<file path="config.mk">
export PLATFORM = sky130hd
export DESIGN_NAME = des_key_schedule
export DESIGN_NICKNAME = d
export VERILOG_FILES = /design/src/rtl/des_key_schedule.sv
export SDC_FILE = /design/constraint.sdc
export NUM_CORES = 1
export LEC_CHECK = 0
export BUFFER_PORTS_ARGS = -buffer_cell sky130_fd_sc_hd__buf_2
export CORE_UTILIZATION = 55
export DETAILED_ROUTE_END_ITERATION = 8
export PLACE_DENSITY = 0.8
export SLEW_MARGIN = 20
export SYNTH_ARGS = -nofsm -noshare
export SYNTH_HDL_FRONTEND = slang
export SYNTH_SLANG_ARGS = --single-unit
</file>
<file path="constraint.sdc">
create_clock -name clk -period 6.45 [get_ports clk]
set_input_delay 1.29 -clock clk [delete_from_list [all_inputs] [get_ports clk]]
set_output_delay 1.29 -clock clk [all_outputs]
set_load 0.01 [all_outputs]
</file>
<file path="src/rtl/des_key_schedule.sv">
// DES subkey generator: PC-1 on load, then one PC-2 subkey per clock for 16 rounds,
// forward (encrypt) or reverse (decrypt) order, with optional byte odd-parity check.
module des_key_schedule #(
    parameter bit CHECK_PARITY = 1'b1
) (
    input  logic        clk,
    input  logic        reset,
    input  logic [63:0] key_in,
    input  logic        load,
    input  logic        decrypt,
    output logic [47:0] subkey_out,
    output logic [3:0]  round_idx,
    output logic        subkey_valid,
    output logic        busy,
    output logic        done,
    output logic        parity_err
);

    localparam int PC1 [56] = '{
        57, 49, 41, 33, 25, 17,  9,  1, 58, 50, 42, 34, 26, 18,
        10,  2, 59, 51, 43, 35, 27, 19, 11,  3, 60, 52, 44, 36,
        63, 55, 47, 39, 31, 23, 15,  7, 62, 54, 46, 38, 30, 22,
        14,  6, 61, 53, 45, 37, 29, 21, 13,  5, 28, 20, 12,  4
    };

    localparam int PC2 [48] = '{
        14, 17, 11, 24,  1,  5,  3, 28, 15,  6, 21, 10,
        23, 19, 12,  4, 26,  8, 16,  7, 27, 20, 13,  2,
        41, 52, 31, 37, 47, 55, 30, 40, 51, 45, 33, 48,
        44, 49, 39, 56, 34, 53, 46, 42, 50, 36, 29, 32
    };

    // Bit r set = round r+1 shifts by one position (rounds 1, 2, 9, 16)
    localparam logic [15:0] SHIFT_ONE = 16'b1000_0001_0000_0011;

    typedef enum logic {IDLE, RUN} state_t;

    state_t      state, state_nxt;
    logic [27:0] c_q, d_q;
    logic [3:0]  cnt_q;
    logic        dir_q;

    logic        accept;
    logic [3:0]  step_idx;
    logic        one;
    logic [27:0] c_l, d_l, c_r, d_r;
    logic [47:0] key_cur;

    // DES bit i of the key is key_in[64-i]; of a 56-bit C||D word it is cd[56-i]
    function automatic logic [55:0] pc1(input logic [63:0] k);
        logic [55:0] r;
        for (int j = 0; j < 56; j++) r[55-j] = k[64-PC1[j]];
        return r;
    endfunction

    function automatic logic [47:0] pc2(input logic [55:0] cd);
        logic [47:0] r;
        for (int j = 0; j < 48; j++) r[47-j] = cd[56-PC2[j]];
        return r;
    endfunction

    function automatic logic [27:0] rotl(input logic [27:0] x, input logic by1);
        return by1 ? {x[26:0], x[27]} : {x[25:0], x[27:26]};
    endfunction

    function automatic logic [27:0] rotr(input logic [27:0] x, input logic by1);
        return by1 ? {x[0], x[27:1]} : {x[1:0], x[27:2]};
    endfunction

    function automatic logic even_byte(input logic [63:0] k);
        logic e;
        e = 1'b0;
        for (int b = 0; b < 8; b++) e = e | ~(^k[8*b +: 8]);
        return e;
    endfunction

    // The 16th step doubles as an acceptance slot so schedules chain without a bubble
    assign accept   = load && ((state == IDLE) || (cnt_q == 4'd15));
    assign step_idx = dir_q ? (4'd15 - cnt_q) : cnt_q;
    assign one      = SHIFT_ONE[step_idx];
    assign c_l      = rotl(c_q, one);
    assign d_l      = rotl(d_q, one);
    assign c_r      = rotr(c_q, one);
    assign d_r      = rotr(d_q, one);
    // Encrypt rotates then emits; decrypt emits then undoes this round's rotation
    assign key_cur  = dir_q ? pc2({c_q, d_q}) : pc2({c_l, d_l});

    always_comb begin
        state_nxt = state;
        case (state)
            IDLE: if (load) state_nxt = RUN;
            RUN:  if (cnt_q == 4'd15) state_nxt = load ? RUN : IDLE;
            default: state_nxt = IDLE;
        endcase
    end

    always_ff @(posedge clk or posedge reset) begin
        if (reset) state <= IDLE;
        else       state <= state_nxt;
    end

    always_ff @(posedge clk or posedge reset) begin
        if (reset) begin
            c_q        <= '0;
            d_q        <= '0;
            cnt_q      <= '0;
            dir_q      <= 1'b0;
            parity_err <= 1'b0;
        end else if (accept) begin
            {c_q, d_q} <= pc1(key_in);
            dir_q      <= decrypt;
            cnt_q      <= '0;
            parity_err <= CHECK_PARITY ? even_byte(key_in) : 1'b0;
        end else if (state == RUN) begin
            c_q   <= dir_q ? c_r : c_l;
            d_q   <= dir_q ? d_r : d_l;
            cnt_q <= cnt_q + 4'd1;
        end
    end

    always_ff @(posedge clk or posedge reset) begin
        if (reset) begin
            subkey_out   <= '0;
            round_idx    <= '0;
            subkey_valid <= 1'b0;
            busy         <= 1'b0;
            done         <= 1'b0;
        end else if (state == RUN) begin
            subkey_out   <= key_cur;
            round_idx    <= step_idx;
            subkey_valid <= 1'b1;
            busy         <= 1'b1;
            done         <= (cnt_q == 4'd15);
        end else begin
            subkey_out   <= '0;
            round_idx    <= '0;
            subkey_valid <= 1'b0;
            busy         <= 1'b0;
            done         <= 1'b0;
        end
    end

endmodule

</file>
==> impl_metrics.sql, run 1 <==
INSERT INTO impl_metrics (metric_group, metric, value, unit) VALUES
('synthesis', 'synth_seq_area_share', '0.412', ''),
('sta', 'clock_skew', '9.89', 'ps'),
('synthesis', 'netlist_area', '7100', 'µm²'),
('power', 'power.density_cell_area', '574', 'nW/µm²'),
('floorplanning', 'coreArea', '12600', 'µm²'),
('sta', 'timing.setup.tns', '0', 'ps'),
('cells_and_area', 'final_layout_size_suffix_gt1_frac', '0.191', ''),
('setup_path', 'arrival', '3680', 'ps'),
('sta', 'timing.max_slew.rel_slack', '0.313', ''),
('global_routing', 'first_global_vias', '5663', ''),
('global_routing', 'grtUsageTotal', '0.283', ''),
('status', 'outcome', 'finished, final reports clean', ''),
('cells_and_area', 'finalNetCount', '941', ''),
('place', 'hpwl', '11200', 'µm'),
('cts', 'cts.root.buffer_cell', 'clkbuf_16', ''),
('sta', 'setup_repair_after_global_routing_missed_its_margin', 'no', ''),
('synthesis', 'synth_area_leader_cell', 'dfrtp_1', ''),
('global_routing', 'initial_antenna_violation_count', '0', ''),
('detailed_routing', 'post_drt_wl_per_cell', '17.1', 'µm'),
('global_routing', 'wire_length_of_the_first_global_routing_pass', '29100', 'µm'),
('power', 'p_leak', '3.95', 'nW'),
('setup_path', 'crit_path_start_kind', 'input pin', ''),
('synthesis', 'syn_nets', '854', ''),
('setup_path', 'crit_path_start', 'load', ''),
('run', 'maxCapViolations', '0', ''),
('sta', 'final_min_period_over_clock_period', '0.525', ''),
('synthesis', 'postSynthRegisterBits', '117', ''),
('global_routing', 'met3_layer_usage_reported_by_global_route', '0.0549', ''),
('synthesis', 'synth.top_cell.area_share', '0.412', ''),
('setup_path', 'critPathCaptureType', 'flop', ''),
('detailed_routing', 'drt_drc_violations_left', '0', ''),
('floorplanning', 'i_o_pins', '124', ''),
('power', 'power.ir.vdd_worst', '0.000336', 'V'),
('cts', 'clockBufferDepth', '2', ''),
('worst_hold_path', 'worstHoldStart', 'c_q[10]', ''),
('place', 'place_congestion', '0.832', ''),
('floorplanning', 'fp.dieArea', '13400', 'µm²'),
('cts', 'postCtsSetupRepairBufs', '0', ''),
('cells_and_area', 'antenna_cells_inserted', '0', ''),
('detailed_routing', 'detail_route.vias_per_cell', '5.80', ''),
('synthesis', 'synthesis.instances', '785', ''),
('setup_path', 'cp.required', '6740', 'ps'),
('setup_path', 'crit_chain', 'buf_2 > buf_4 > a21boi_1 > or2_4 > nor2_1 > o32a_1', ''),
('power', 'pwr-share-clk', '0.197', ''),
('global_routing', 'busiest_layer', 'met2', ''),
('sta', 'maxClockFrequency', '295', 'MHz'),
('setup_path', 'worst-setup-path-type', 'in -> reg', ''),
('setup_path', 'crit-reg2reg-launch', 'cnt_q[0]', ''),
('sta', 'worst_pin_slew', '1030', 'ps'),
('detailed_routing', 'detail_route.iter0.violations', '467', ''),
('synthesis', 'synth.area.top_cells', 'dfrtp_1 (41%), mux2i_1 (12%), xnor2_1 (6.8%), a21oi_1 (5.4%), o22a_1 (5.3%)', ''),
('cts', 'cts_inserted_buffers', '17', ''),
('floorplanning', 'placement_rows', '41', ''),
('power', 'power_frac_seq', '0.286', ''),
('detailed_routing', 'wl', '18100', 'µm'),
('synthesis', 'ys_types', '33', ''),
('power', 'totalPowerFinal', '4.78', 'mW'),
('sta', 'slew_viol_final', '0', ''),
('setup_path', 'worst-path-max-fanout', '61', ''),
('worst_hold_path', 'holdCritPathClass', 'reg -> reg', ''),
('detailed_routing', 'num_vias', '6134', ''),
('sta', 'final.min_clock_period', '3390', 'ps'),
('detailed_routing', 'count_of_nets_left_with_antenna_violations_after_detail_routing', '0', ''),
('cells_and_area', 'multi_input_area', '3750', 'µm²'),
('synthesis', 'synthesis.area_per_instance', '9.05', 'µm²'),
('cts', 'number_of_instances_resized_during_post_cts_repair', '0', ''),
('power', 'p_comb_frac', '0.517', ''),
('global_routing', 'grt_start_max_net_pins', '103', ''),
('cts', 'tritoncts_num_sinks', '117', ''),
('synthesis', 'synth_warnings', '0', ''),
('floorplanning', 'fp.dieW', '116', 'µm');
-- through the flow --
step	setup slack [ps]	std cells	hold WS (ps)	utilization	cell area [µm²]
detailed placement	2430	1025	567	0.614	7740
global placement	2480	1025	558	0.613	7740
global route	2940	1057	600	0.660	8330
floorplan	2060	785	427	-	7100
CTS	2820	1057	582	0.660	8330
finish	3060	1057	584	0.660	8330
-- placed cells by master (no fill, tap or decap), drive strengths merged, types with 13 or more instances in the layout --
master / count
and2: 54
o21ai: 49
a21oi: 77
buf: 131
mux2i: 83
clkbuf: 24
o32a: 13
nand2: 97
xnor2: 55
dfrtp: 117
inv: 47
o22a: 43
o22ai: 43
-- path summary, 6_finish.rpt --
kind | to | cells after the start
worst max-delay path | c_q[15] | 6
worst min-delay path | c_q[10] | 1
max in group asynchronous | dir_q | 3
min in group asynchronous | subkey_out[32] | 2
worst min register to register | c_q[10] | 1
worst max register to register | c_q[2] | 5
-- sequential cells by signal (all words and copies together) (netlist names) --
register and flops:
state 1, done 1, dir_q 1, cnt_q 4, round_idx 4, d_q 28, parity_err 1, busy 1
subkey_out 48, c_q 28
-- logic make-up after synthesis --
kind of cell    Yosys count  share of synthesized area
simple gates            180                      0.121
xor+xnor                 63                     0.0777
buf+inv                 110                     0.0645
flops                   117                      0.412
fa+ha+maj                 2                    0.00335
mux                      84                      0.120
compound gates          229                      0.202
-- metal layers --
layer / up-vias / part of all wire
li1: 2894 / -
met1: 2927 / 0.44
met2: 272 / 0.47
met3: 41 / 0.071
met4: 0 / 0.025
met5: - / 0
-- area by class of cell --
| cell class | count | area share |
|---|---|---|
| multi-input combinational | 558 | 0.449 |
| sequential | 117 | 0.351 |
| timing repair buffer | 131 | 0.0811 |
| clock buffer | 24 | 0.0590 |
| tap | 172 | 0.0258 |
| inverter | 47 | 0.0215 |
| clock inverter | 8 | 0.0117 |
-- cell usage after synthesis --
cell      number
mux2i_2        1
a21boi_1       1
nor2_1        10
nand2_1       97
dfrtp_1      117
o32a_1        13
mux2_4         1
clkbuf_1      36
or2_2          2
buf_4          4
o22a_1        43
mux2i_1       82
nand3_1        2
buf_2         17
nor2b_1       10
nor4_1         2
buf_1          4
and3_1         1
ha_1           1
xor2_1         8
buf_6          1
o22ai_1       43
xnor2_1       55
a21o_1         1
clkbuf_2       1
maj3_2         1
a21oi_1       77
a21boi_0       1
inv_1         47
nand2b_1       2
a31oi_1        1
o21ai_0       49
and2_1        54
-- critical path: cells and delay by family --
kind | cells | cell delay [ps]
compound gates | 2 | 920
simple gates | 2 | 780
buf+inv | 2 | 620
-- power by group through the flow --
stage	Combinational, mW	Clock, mW	Sequential, mW
final	2.47	0.940	1.37
after global routing	2.70	0.982	1.41
after CTS	2.46	0.941	1.36
after global placement	2.38	0	1.36
after floorplan	1.87	0	1.38
after detailed placement	2.43	0	1.36
(Power assumes the default switching activity.)
==> run 2: changes to the inputs <==
==> constraint.sdc (replaced) <==
create_clock -name clk -period 3.4 [get_ports clk]
set_input_delay 0.68 -clock clk [delete_from_list [all_inputs] [get_ports clk]]
set_output_delay 0.68 -clock clk [all_outputs]
set_load 0.01 [all_outputs]
==> run 2 against run 1 <==
  * Die area unchanged
  * Clock power increased by 110%
  * Sequential power increased by 93%
  * Non-clock buffer count increased by 9
  * Via count increased by 1.9%
  * Combinational power increased by 93%
==> impl_metrics.sql, run 2 (synthesized netlist as in run 1, its figures left out) <==
INSERT INTO impl_metrics (metric_group, metric, value, unit) VALUES
('cells_and_area', 'filler_cell_count_in_the_final_layout', '1041', ''),
('cts', 'hold_buffers', '0', ''),
('floorplanning', 'i_o_pins', '124', ''),
('cts', 'postCtsSetupRepairBufs', '0', ''),
('sta', 'worst_pin_slew', '743', 'ps'),
('global_routing', 'first_global_vias', '5780', ''),
('cts', 'clockBufferDepth', '2', ''),
('status', 'outcome', 'finished, final reports clean', ''),
('cells_and_area', 'finalNetCount', '950', ''),
('cells_and_area', 'register_area', '2930', 'µm²'),
('power', 'power.ir.vdd_worst', '0.000508', 'V'),
('floorplanning', 'placement_rows', '41', ''),
('setup_path', 'arrival', '2890', 'ps'),
('cells_and_area', 'syn_to_final_growth', '19.6', '%'),
('global_routing', 'globalRoute.totalOverflow', '0', ''),
('run', 'maxCapViolations', '0', ''),
('cells_and_area', 'multi_input_area', '3740', 'µm²'),
('sta', 'timing.max_slew.rel_slack', '0.504', ''),
('floorplanning', 'fp.dieArea', '13400', 'µm²'),
('setup_path', 'rr_worst_depth', '5', ''),
('cells_and_area', 'layout_top_registers', 'subkey_out: 48 flops, c_q: 28 flops, d_q: 28 flops', ''),
('sta', 'timing.setup.tns', '0', 'ps'),
('power', 'p_leak', '4.04', 'nW'),
('worst_hold_path', 'holdCritPathClass', 'in -> async', ''),
('detailed_routing', 'num_vias', '6253', ''),
('power', 'totalPowerFinal', '9.34', 'mW'),
('setup_path', 'worst-setup-path-type', 'reg -> reg', ''),
('setup_path', 'cp.required', '3710', 'ps'),
('place', 'port_buffers', '123', ''),
('cts', 'tritoncts', 'built', ''),
('global_routing', 'grtUsageTotal', '0.298', ''),
('detailed_routing', 'wl', '18900', 'µm'),
('cells_and_area', 'final_cell_mix', 'buf_2 (123), dfrtp_1 (116), nand2_1 (97)', ''),
('detailed_routing', 'post_drt_wl_per_cell', '17.8', 'µm'),
('floorplanning', 'coreArea', '12600', 'µm²'),
('setup_path', 'crit_path_start_kind', 'flop', ''),
('sta', 'setup_repair_after_global_routing_missed_its_margin', 'no', ''),
('global_routing', 'initial_antenna_violation_count', '0', ''),
('setup_path', 'worst-path-max-fanout', '82', ''),
('global_routing', 'wire_length_of_the_first_global_routing_pass', '30300', 'µm'),
('cts', 'clock_insertion_delay_worst_skew', '420', 'ps'),
('cts', 'number_of_instances_resized_during_post_cts_repair', '0', ''),
('sta', 'slew_viol_final', '0', ''),
('sta', 'hold_viol', '0', ''),
('cells_and_area', 'antenna_cells_inserted', '0', ''),
('floorplanning', 'die-height', '116', 'µm'),
('power', 'power.density_cell_area', '1100', 'nW/µm²'),
('cts', 'cts.root.buffer_cell', 'clkbuf_16', ''),
('cts', 'clkSlewWorstSetupHoldPaths', '60', 'ps'),
('sta', 'final.min_clock_period', '2580', 'ps'),
('sta', 'maxClockFrequency', '387', 'MHz'),
('setup_path', 'critPathCaptureType', 'flop', ''),
('sta', 'setup-violations-final', '0', ''),
('detailed_routing', 'count_of_nets_left_with_antenna_violations_after_detail_routing', '0', ''),
('cts', 'cts_inserted_buffers', '17', ''),
('global_routing', 'grt_start_max_net_pins', '83', ''),
('cts', 'htree_num_levels', '4', ''),
('detailed_routing', 'detail_route.vias_per_cell', '5.87', ''),
('place', 'place_congestion', '0.871', ''),
('floorplanning', 'initial_utilization', '0.563', ''),
('detailed_routing', 'drt_drc_violations_left', '0', ''),
('detailed_routing', 'firstDrtPassIters', '5', ''),
('cells_and_area', 'biggest_register', 'subkey_out', ''),
('cells_and_area', 'final_layout_size_suffix_gt1_frac', '0.200', ''),
('cells_and_area', 'most_frequent_standard_cell_in_the_layout_excluding_fill_and_tap_cells', 'buf_2', ''),
('cts', 'tritoncts_num_sinks', '117', ''),
('cells_and_area', 'largest_reg_flops', '48', ''),
('detailed_routing', 'detail_route.iter0.violations', '546', ''),
('sta', 'clock_skew', '9.29', 'ps'),
('floorplanning', 'fp.dieW', '116', 'µm'),
('place', 'hpwl', '11800', 'µm'),
('sta', 'final_min_period_over_clock_period', '0.760', ''),
('sta', 'hold_ws', '366', 'ps');
-- run 2: final timing paths --
path	startpoint	end	slack, ps
worst max register to register	dir_q	c_q[3]	820
max in group asynchronous	reset	subkey_out[6]	2220
worst min-delay path	reset	c_q[22]	370
worst min register to register	c_q[10]	c_q[10]	580
worst max-delay path	dir_q	c_q[3]	820
min in group clk	decrypt	dir_q	520
-- run 2: area by class of cell --
| cell class | count | area share |
|---|---|---|
| multi-input cells | 558 | 0.440 |
| flip-flops and latches | 117 | 0.345 |
| repair buffers | 140 | 0.0934 |
| clock buffers | 23 | 0.0575 |
| well taps | 172 | 0.0253 |
| inverters | 47 | 0.0212 |
| clock inverters | 9 | 0.0174 |
-- run 2: power breakdown --
group	internal (mW)	switching, mW
clock network	1.30	0.639
logic	2.22	2.53
registers	2.05	0.598
-- run 2: layer usage --
metal / GRT usage / up-vias / part of all wire
met5: 0 / - / 0
met4: 0.150 / 0 / 0.037
met3: 0.0575 / 51 / 0.067
met2: 0.448 / 285 / 0.46
met1: 0.414 / 3008 / 0.43
li1: - / 2909 / -
-- run 2: critical path, cell delays in order (launching register included) --
cell     delay [ps]
dfrtp_2         600
buf_4           650
or2_2           480
buf_4           290
a21oi_1          70
o32a_1          350
-- run 2: through the flow --
| step | area [µm²] | instances | setup slack [ps] | utilization |
|---|---|---|---|---|
| after floorplan | 7110 | 785 | 1290 | - |
| after global placement | 7860 | 1034 | 931 | 0.623 |
| after detailed placement | 7860 | 1034 | 893 | 0.623 |
| after CTS | 8490 | 1066 | 851 | 0.673 |
| after global routing | 8490 | 1066 | 688 | 0.673 |
| final | 8490 | 1066 | 816 | 0.673 |
==> run 3: changes to the inputs <==
==> constraint.sdc (replaced) <==
create_clock -name clk -period 2.7 [get_ports clk]
set_input_delay 0.54 -clock clk [delete_from_list [all_inputs] [get_ports clk]]
set_output_delay 0.54 -clock clk [all_outputs]
set_load 0.01 [all_outputs]
==> run 3 against run 2 <==
  * Non-clock buffer count increased by 2
  * Clock skew about the same
  * Cell area down 0.65%
  * Sequential share of layout area up 0.23 points
  * Critical path depth grew 1
  * Final cell count is 0.19% higher
  * Utilization is 0.44 points lower
  * Register-to-register slack got worse by 440 ps
  * Combinational power rose by 26%
  * Die area stayed put
  * Highest routed layer unchanged
==> impl_metrics.sql, run 3 (synthesized netlist as in run 1, its figures left out) <==
INSERT INTO impl_metrics (metric_group, metric, value, unit) VALUES
('cells_and_area', 'most_frequent_standard_cell_in_the_layout_excluding_fill_and_tap_cells', 'buf_2', ''),
('floorplanning', 'initial_utilization', '0.563', ''),
('place', 'port_buffers', '123', ''),
('floorplanning', 'fp.dieArea', '13400', 'µm²'),
('setup_path', 'critPathCaptureType', 'flop', ''),
('cells_and_area', 'filler_cell_count_in_the_final_layout', '1035', ''),
('cts', 'postCtsSetupRepairBufs', '0', ''),
('setup_path', 'rr_worst_depth', '6', ''),
('sta', 'slew_viol_final', '0', ''),
('cts', 'number_of_instances_resized_during_post_cts_repair', '0', ''),
('floorplanning', 'die-height', '116', 'µm'),
('setup_path', 'crit_path_start_kind', 'flop', ''),
('sta', 'worst_pin_slew', '934', 'ps'),
('worst_hold_path', 'holdCritPathClass', 'in -> async', ''),
('cts', 'clock_insertion_delay_worst_skew', '420', 'ps'),
('cells_and_area', 'antenna_cells_inserted', '0', ''),
('setup_path', 'crit-reg2reg-launch', 'cnt_q[0]', ''),
('cells_and_area', 'layout_top_registers', 'subkey_out: 48 flops, c_q: 28 flops, d_q: 28 flops', ''),
('place', 'place_congestion', '0.893', ''),
('global_routing', 'wire_length_of_the_first_global_routing_pass', '29700', 'µm'),
('setup_path', 'cp.required', '3000', 'ps'),
('setup_path', 'worst-setup-path-type', 'reg -> reg', ''),
('global_routing', 'globalRoute.totalOverflow', '0', ''),
('setup_path', 'arrival', '2620', 'ps'),
('sta', 'setup-violations-final', '0', ''),
('cts', 'clockBufferDepth', '2', ''),
('global_routing', 'first_global_vias', '5711', ''),
('detailed_routing', 'wl', '18300', 'µm'),
('cts', 'hold_buffers', '0', ''),
('sta', 'timing.setup.tns', '0', 'ps'),
('floorplanning', 'i_o_pins', '124', ''),
('sta', 'hold_viol', '0', ''),
('power', 'power.density_cell_area', '1360', 'nW/µm²'),
('detailed_routing', 'detail_route.iter0.violations', '454', ''),
('global_routing', 'initial_antenna_violation_count', '0', ''),
('cts', 'clkSlewWorstSetupHoldPaths', '50', 'ps'),
('setup_path', 'worst-path-max-fanout', '33', ''),
('detailed_routing', 'detail_route.vias_per_cell', '5.78', ''),
('sta', 'maxClockFrequency', '431', 'MHz'),
('cells_and_area', 'syn_to_final_growth', '18.8', '%'),
('setup_path', 'rrSetupSlack', '380', 'ps'),
('cells_and_area', 'register_area', '2930', 'µm²'),
('detailed_routing', 'firstDrtPassIters', '5', ''),
('detailed_routing', 'drt_drc_violations_left', '0', ''),
('floorplanning', 'placement_rows', '41', ''),
('cells_and_area', 'finalNetCount', '952', ''),
('power', 'p_leak', '4.00', 'nW'),
('cells_and_area', 'final_layout_size_suffix_gt1_frac', '0.202', ''),
('run', 'maxCapViolations', '0', ''),
('cells_and_area', 'final_cell_mix', 'buf_2 (123), dfrtp_1 (116), nand2_1 (97)', ''),
('sta', 'timing.max_slew.rel_slack', '0.377', ''),
('sta', 'final_min_period_over_clock_period', '0.860', ''),
('cts', 'tritoncts', 'built', ''),
('detailed_routing', 'num_vias', '6170', ''),
('global_routing', 'grtUsageTotal', '0.290', ''),
('sta', 'setup_repair_after_global_routing_missed_its_margin', 'no', ''),
('floorplanning', 'coreArea', '12600', 'µm²'),
('global_routing', 'grt_start_max_net_pins', '118', ''),
('cells_and_area', 'largest_reg_flops', '48', ''),
('floorplanning', 'fp.dieW', '116', 'µm'),
('cts', 'cts.root.buffer_cell', 'clkbuf_16', ''),
('cells_and_area', 'biggest_register', 'subkey_out', ''),
('setup_path', 'worst_r2r_endpoint', 'subkey_out[32]', ''),
('cts', 'tritoncts_num_sinks', '117', ''),
('detailed_routing', 'post_drt_wl_per_cell', '17.1', 'µm'),
('power', 'power.ir.vdd_worst', '0.000755', 'V'),
('cts', 'htree_num_levels', '4', ''),
('status', 'outcome', 'finished, final reports clean', ''),
('cells_and_area', 'postLayoutCoreUtil', '0.669', ''),
('detailed_routing', 'count_of_nets_left_with_antenna_violations_after_detail_routing', '0', ''),
('place', 'hpwl', '11600', 'µm'),
('cts', 'cts_inserted_buffers', '17', ''),
('sta', 'final.min_clock_period', '2320', 'ps'),
('sta', 'clock_skew', '9.78', 'ps'),
('cells_and_area', 'multi_input_area', '3740', 'µm²');
## run 3: power by group
part / internal [mW] / leakage [nW] / switching (mW)
clock: 1.38 / 0.272 / 0.834
combinational: 2.82 / 2.26 / 3.20
sequential: 2.58 / 1.47 / 0.702
total: 6.77 / 4.00 / 4.73
## run 3: layout make-up
| cell class | count | share of cell area |
|---|---|---|
| repair buffers | 142 | 0.0943 |
| flip-flops and latches | 117 | 0.347 |
| inverters | 47 | 0.0214 |
| well taps | 172 | 0.0255 |
| clock buffers | 20 | 0.0529 |
| multi-input cells | 558 | 0.443 |
| clock inverters | 12 | 0.0156 |
## run 3: stage by stage
| step | setup slack [ps] | instance area (µm²) | cells | hold WS [ps] | total power [mW] |
|---|---|---|---|---|---|
| after floorplan | 693 | 7110 | 785 | 427 | 7.75 |
| after global placement | 425 | 7860 | 1036 | 560 | 9.08 |
| after detailed placement | 392 | 7860 | 1036 | 566 | 9.22 |
| after CTS | 379 | 8440 | 1068 | 348 | 11.5 |
| after global routing | 219 | 8440 | 1068 | 370 | 12.3 |
| final | 379 | 8440 | 1068 | 283 | 11.5 |
## run 3: worst max path at each step
stage,slack (ps),to,depth (start not counted),from
finish,380,subkey_out[32],6,cnt_q[0]
CTS,380,c_q[9],6,cnt_q[0]
detailed placement,390,d_q[20],6,cnt_q[0]
global route,220,subkey_out[20],6,cnt_q[0]
floorplan,690,d_q[11],7,cnt_q[0]
global placement,430,subkey_out[32],6,cnt_q[0]
## run 3: critical path, cell delays in order (launching register included)
cell and delay, ps:
dfrtp_1 440, maj3_2 380, mux2_4 560, buf_4 240
mux2i_1 230, o21ai_0 110, and2_1 210
## run 3: routing by layer
metal | GRT usage | part of all wire | vias up
li1 | - | - | 2913
met1 | 0.401 | 0.44 | 2951
met2 | 0.442 | 0.46 | 264
met3 | 0.0549 | 0.066 | 42
met4 | 0.131 | 0.033 | 0
met5 | 0 | 0 | -
